File: src/rtl/slicel_cfg_loader.sv
// slicel_cfg_loader: assembles a word-streamed slice bitstream into a
// shadow image and commits it to the slice with a one-cycle cen pulse.
module slicel_cfg_loader #(
  parameter int S_XX_BASE = 4,
  parameter int NUM_LUTS  = 4,
  parameter int WORD_W    = 32,
  localparam int SXX_CFG_SIZE = 2*2**S_XX_BASE + 1,
  localparam int MUX_LVLS     = $clog2(NUM_LUTS),
  localparam int LUT_BITS     = SXX_CFG_SIZE*NUM_LUTS,
  localparam int CFG_BITS     = LUT_BITS + MUX_LVLS + 1,
  localparam int NUM_WORDS    = (CFG_BITS + WORD_W - 1) / WORD_W
) (
  input  logic                clk,
  input  logic                rst_n,
  input  logic                start,
  input  logic                abort,
  input  logic                cfg_valid,
  input  logic [WORD_W-1:0]   cfg_data,
  output logic                cfg_ready,
  output logic [LUT_BITS-1:0] luts_config_in,
  output logic [MUX_LVLS-1:0] inter_lut_mux_config,
  output logic                config_use_cc,
  output logic                cen,
  output logic                busy,
  output logic                done
);

  localparam int CW = $clog2(NUM_WORDS) + 1;
  localparam logic [CW-1:0] LAST = CW'(NUM_WORDS - 1);

  typedef enum logic [1:0] {
    IDLE   = 2'd0,
    LOAD   = 2'd1,
    COMMIT = 2'd2
  } state_e;

  state_e              state_q, state_d;
  logic [CFG_BITS-1:0] img_q, img_d;
  logic [CW-1:0]       wcnt_q, wcnt_d;
  logic                done_q, done_d;

  always_ff @(posedge clk or negedge rst_n) begin
    if (!rst_n) begin
      state_q <= IDLE;
      img_q   <= '0;
      wcnt_q  <= '0;
      done_q  <= 1'b0;
    end else begin
      state_q <= state_d;
      img_q   <= img_d;
      wcnt_q  <= wcnt_d;
      done_q  <= done_d;
    end
  end

  // Abort wins over a word on the same cycle; the last word's
  // overhang beyond CFG_BITS simply has no image bit to land in.
  always_comb begin
    state_d = state_q;
    img_d   = img_q;
    wcnt_d  = wcnt_q;
    done_d  = done_q;
    unique case (state_q)
      IDLE: begin
        if (start) begin
          state_d = LOAD;
          wcnt_d  = '0;
          done_d  = 1'b0;
        end
      end
      LOAD: begin
        if (abort) begin
          state_d = IDLE;
        end else if (cfg_valid) begin
          for (int b = 0; b < CFG_BITS; b++) begin
            if (b / WORD_W == int'(wcnt_q)) begin
              img_d[b] = cfg_data[b % WORD_W];
            end
          end
          if (wcnt_q == LAST) begin
            state_d = COMMIT;
          end else begin
            wcnt_d = wcnt_q + CW'(1);
          end
        end
      end
      COMMIT: begin
        state_d = IDLE;
        done_d  = 1'b1;
      end
      default: state_d = IDLE;
    endcase
  end

  always_comb begin
    cfg_ready = 1'b0;
    cen       = 1'b0;
    busy      = 1'b0;
    unique case (state_q)
      LOAD: begin
        cfg_ready = ~abort;
        busy      = 1'b1;
      end
      COMMIT: begin
        cen  = 1'b1;
        busy = 1'b1;
      end
      default: ;
    endcase
  end

  assign done                 = done_q;
  assign luts_config_in       = img_q[LUT_BITS-1:0];
  assign inter_lut_mux_config = img_q[LUT_BITS +: MUX_LVLS];
  assign config_use_cc        = img_q[CFG_BITS-1];

endmodule
File: config.mk
export PLATFORM = sky130hd
export DESIGN_NAME = slicel_cfg_loader
export DESIGN_NICKNAME = d
export VERILOG_FILES = /design/src/rtl/slicel_cfg_loader.sv
export SDC_FILE = /design/constraint.sdc
export NUM_CORES = 1
export LEC_CHECK = 0
export BUFFER_PORTS_ARGS = -buffer_cell sky130_fd_sc_hd__buf_2
export CORE_MARGIN = 2
export CORE_UTILIZATION = 45
export CTS_BUF_LIST = sky130_fd_sc_hd__clkbuf_16
export CTS_CLUSTER_DIAMETER = 50
export DETAILED_ROUTE_END_ITERATION = 16
export PLACE_DENSITY = 0.71
export SLEW_MARGIN = 10
export SYNTH_ARGS = -nofsm -noshare
export SYNTH_HDL_FRONTEND = slang
export SYNTH_SLANG_ARGS = --single-unit
File: constraint.sdc
create_clock -name clk -period 2.1 [get_ports clk]
set_clock_uncertainty 0.05 [all_clocks]
set_input_delay 0.315 -clock clk [delete_from_list [all_inputs] [get_ports clk]]
set_output_delay 0.315 -clock clk [all_outputs]
set_load 0.05 [all_outputs]
# After elaboration in Yosys (flattened, before gate mapping)
# Index checks and enable logic that the tools add are counted.
# op_classes
n_addsub	1
eq_ne	13
n_mux	15
bitwise	1
reduce_logical	13
# op_table
cell	n
$reduce_and A4 Y1	5
$mux W4	4
$eq A3 B4 Y1 const A	2
$mux W2	4
$ne A2 B2 Y1 const B	4
$pmux W4 S2	1
$ne A3 B3 Y1 const B	2
$reduce_and A5 Y1	1
$add A4 B1 Y4 const B	1
$eq A2 B4 Y1 const A	1
$eq A4 B3 Y1 const B	1
$eq A4 B4 Y1 const A	1
$logic_not A4 Y1	1
$mux W1	4
$pmux W2 S2	1
$reduce_bool A2 Y1	2
$reduce_and A3 Y1	1
$eq A2 B1 Y1 const B	1
$eq A2 B2 Y1 const B	1
$logic_not A2 Y1	1
$pmux W1 S2	1
$reduce_and A2 Y1	1
$reduce_or A2 Y1	1
$not A1 Y1	1
# word_totals
ff_bits	142
inputBits	37
output_inout_bits	139

# Longest topological paths before layout
# depth
depth_word	5
ltp_mapped	7

# Least setup slack after synthesis
# No wires, ideal clock.
# synth_timing
path_kind	register -> register
start	register state_q[1]
end	register img_q[75]
arrival_ns	1.639
required_time_ns	1.925
path_slack_ns	0.286
stages_incl_launch_ff	8
synth_period_minus_slack_ns	1.814
cell_sequence	dfrtp_1 > inv_1 > ha_1 > nand2b_2 > inv_2 > nand3_2 > buf_6 > mux2_4
# synth_via
elab_chain_len	2
# synth_lines
element	line_no	rtl
start, declared	37	state_e state_q, state_d;
start signal, assigned	49	state_q <= state_d;
$eq A2 B1 Y1	63	unique case (state_q)
$reduce_and A4 Y1 (no source line)	-	
end signal, assigned	50	img_q <= img_d;
end, declared	38	logic [CFG_BITS-1:0] img_q, img_d;
# Every way passes these cells.
# A chain may end at the register's enable or synchronous reset.

# Final worst setup path
# layout_timing
start	register state_q[1]
end	output cfg_ready
# layout_via
elab_chain_len	2
# layout_lines
element	line_no	rtl
$eq A2 B1 Y1	99	unique case (state_q)
$mux W1	99	
end, declared	19	output logic cfg_ready,
# Every way passes these cells.

==> flow_summary.json <==
{
  "syn_nets": 392,
  "postRouteAntennaNets": 0,
  "cts.sinks": 142,
  "grt_pass1_wl_um": 20840,
  "area_growth_pct": 28.60,
  "start_kind": "register",
  "post_cts_resized": 0,
  "yosysWarnings": 0,
  "die_height_um": 117.4,
  "grt_usage_pct": 19.45,
  "antenna_found_initial": 0,
  "r2r-end": "img_q[133]",
  "cts_tree": "done",
  "overflow": 0,
  "synth-seq-cells": 142,
  "htreeDepth": 4,
  "crit_chain": "inv_1 -> ha_1 -> nand2b_2 -> inv_2 -> buf_2",
  "cts_root_buf": "clkbuf_16",
  "synth_cell_types": 32,
  "numCtsBuffers": 17,
  "num_io_pins": 176,
  "grt_pass1_vias": 3937,
  "min_to": "img_q[76]",
  "synth.avg_cell_area_um2": 16.62,
  "wl_per_cell_um": 17.43,
  "syn_area_um2": 5783,
  "finalMaxSlewViolations": 0,
  "rsz0062_at_grt": "no",
  "path_buf_inv": 3,
  "rr_worst_depth": 5,
  "crit_family": "buffers and inverters",
  "async_reset_ff_share_pct": 100.0,
  "grt_max_degree": 46,
  "fp.dieArea_um2": 13770,
  "tightest_slew_ns": 0.4336,
  "antennaDiodeCount": 0,
  "multiInputGateArea_um2": 2066,
  "slowest_stage": "dfrtp_1",
  "critPathKind": "reg -> out",
  "max-cap-violations": 0,
  "wl_um": 12670,
  "start_util_pct": 46.01,
  "yosys.area.top_type_share_pct": 61.45,
  "timing.rr.start": "wcnt_q[0]",
  "r2r_setup_slack_ns": 0.18,
  "setup_violations": 0,
  "drc": 0,
  "hold_viol_final": 0,
  "seq_area_um2": 3553,
  "synth_area_leader_cell": "dfrtp_1",
  "fmax_mhz": 507.2,
  "fin_crit_sh_pct": 93.88,
  "cp.required_ns": 1.74,
  "layout.nets": 586,
  "yosys_most_used_dff": "dfrtp_1",
  "port_buffers": 175,
  "drive_gt1_share_pct": 64.68,
  "hold_class": "in -> reg",
  "cp_max_fo": 6,
  "cts_max_path_buffers": 2,
  "place.gp.congestion": 0.7794,
  "drtIter0Drc": 144,
  "min_period_ns": 1.972,
  "die_x_um": 117.4,
  "cp-end-kind": "output pin",
  "vias": 3592,
  "via_per_inst": 4.941,
  "arrival_ns": 1.61,
  "clk_pin_slew_ns": 0.06,
  "ys_top_cells_by_area": "dfrtp_1 61%, mux2_2 20%, mux2_4 8.3%",
  "whs_path_depth": 2,
  "clk_latency_ns": 0.41,
  "status": "finished clean",
  "holdCritStartpoint": "cfg_data[12]",
  "core_area_um2": 12570,
  "slowest_delay_ns": 0.40,
  "rows": 41,
  "syn_inst": 348,
  "max_slew_margin_pct": 71.09,
  "synth_seq_area_share_pct": 61.45,
  "synth_edf_count": 0,
  "num-fill-cells": 1012,
  "place_hpwl_um": 8986,
  "fin_setup_tns_ns": 0,
  "drtPass1Iterations": 4
}
-- kinds of logic (layout without fill, tap and decap cells) --
| kind of cell | count (synthesis) | count (layout) | synth area share, % |
|---|---|---|---|
| buffers and inverters | 19 | 226 | 2.834 |
| AOI/OAI and AO/OA | 16 | 16 | 1.817 |
| adders and majority gates | 7 | 7 | 1.514 |
| DFF | 142 | 142 | 61.45 |
| and+or+nand+nor | 28 | 28 | 3.851 |
| muxes | 136 | 136 | 28.54 |
-- layer usage --
layer	global-route usage (%)	vias to the layer above	share of wire [%]
li1	-	1640	-
met1	22.73	1815	42
met2	32.64	121	50
met3	7.198	16	6.9
met4	7.530	0	1.6
met5	0	-	0
-- worst max-delay path by stage --
stage / start / end / slack [ns] / cells past startpoint
final: state_q[1] / cfg_ready / 0.13 / 5
after global routing: wcnt_q[0] / img_q[128] / 0.03 / 5
after CTS: state_q[1] / cfg_ready / 0.10 / 5
after detailed placement: wcnt_q[0] / img_q[133] / 0.17 / 5
after global placement: wcnt_q[0] / img_q[133] / 0.22 / 5
after floorplan: state_q[1] / img_q[75] / 0.29 / 7
-- stage by stage --
step | setup WS (ns) | cell area [µm²] | hold slack [ns] | instances | util, %
after detailed placement | 0.1739 | 6870 | 0.2272 | 694 | 54.66
after CTS | 0.1032 | 7437 | 0.1006 | 727 | 59.17
final | 0.1285 | 7437 | 0.1206 | 727 | 59.17
after floorplan | 0.2860 | 5783 | -0.03059 | 348 | -
after global placement | 0.2199 | 6870 | 0.2205 | 694 | 54.66
after global routing | 0.02722 | 7437 | 0.1093 | 727 | 59.17
-- registers in the layout, summed over array words and instances, names as in the netlist --
name and flops:
state_q 2, done 1, wcnt_q 4, img_q 135
-- area by class of cell --
class	count	area share (%)
well taps	172	2.894
multi-input cells	187	27.78
flip-flops and latches	142	47.78
inverters	5	0.2524
repair buffers	189	13.81
clock buffers	17	5.720
clock inverters	15	1.766
-- cells in the final DEF, fill, tap and decap left out, drive strengths merged, types with 2 or more instances in the layout --
cell and count:
o211ai 7, nor2b 2, or4b 2, inv 7, clkinv 9, buf 188, dfrtp 142, ha 7
mux2 135, a21oi 6, nand2 3, nand2b 3, nor2 2, o311ai 2, nand4 2, nand3 5
nand3b 2, bufinv 2, clkinvlp 2, clkbuf 17
-- Yosys cell counts, drive strengths merged, types with 2 or more instances --
cell type	number
or4b	2
a21oi	6
nand3b	2
o311ai	2
buf	13
nand4	2
inv	5
nand3	5
mux2	135
dfrtp	142
nor2	2
o211ai	7
nor2b	2
nand2	3
nand2b	3
ha	7
-- timing repair --
action | 4_1_cts | 5_1_grt
setup endpoints to repair | 0 | 0
hold buffers | 1 | 0
setup buffers | 0 | 0
hold endpoints to repair | 41 | 0
Power is not shown: default switching activity piles up to over one toggle a cycle in this logic, so the estimate is an artifact.
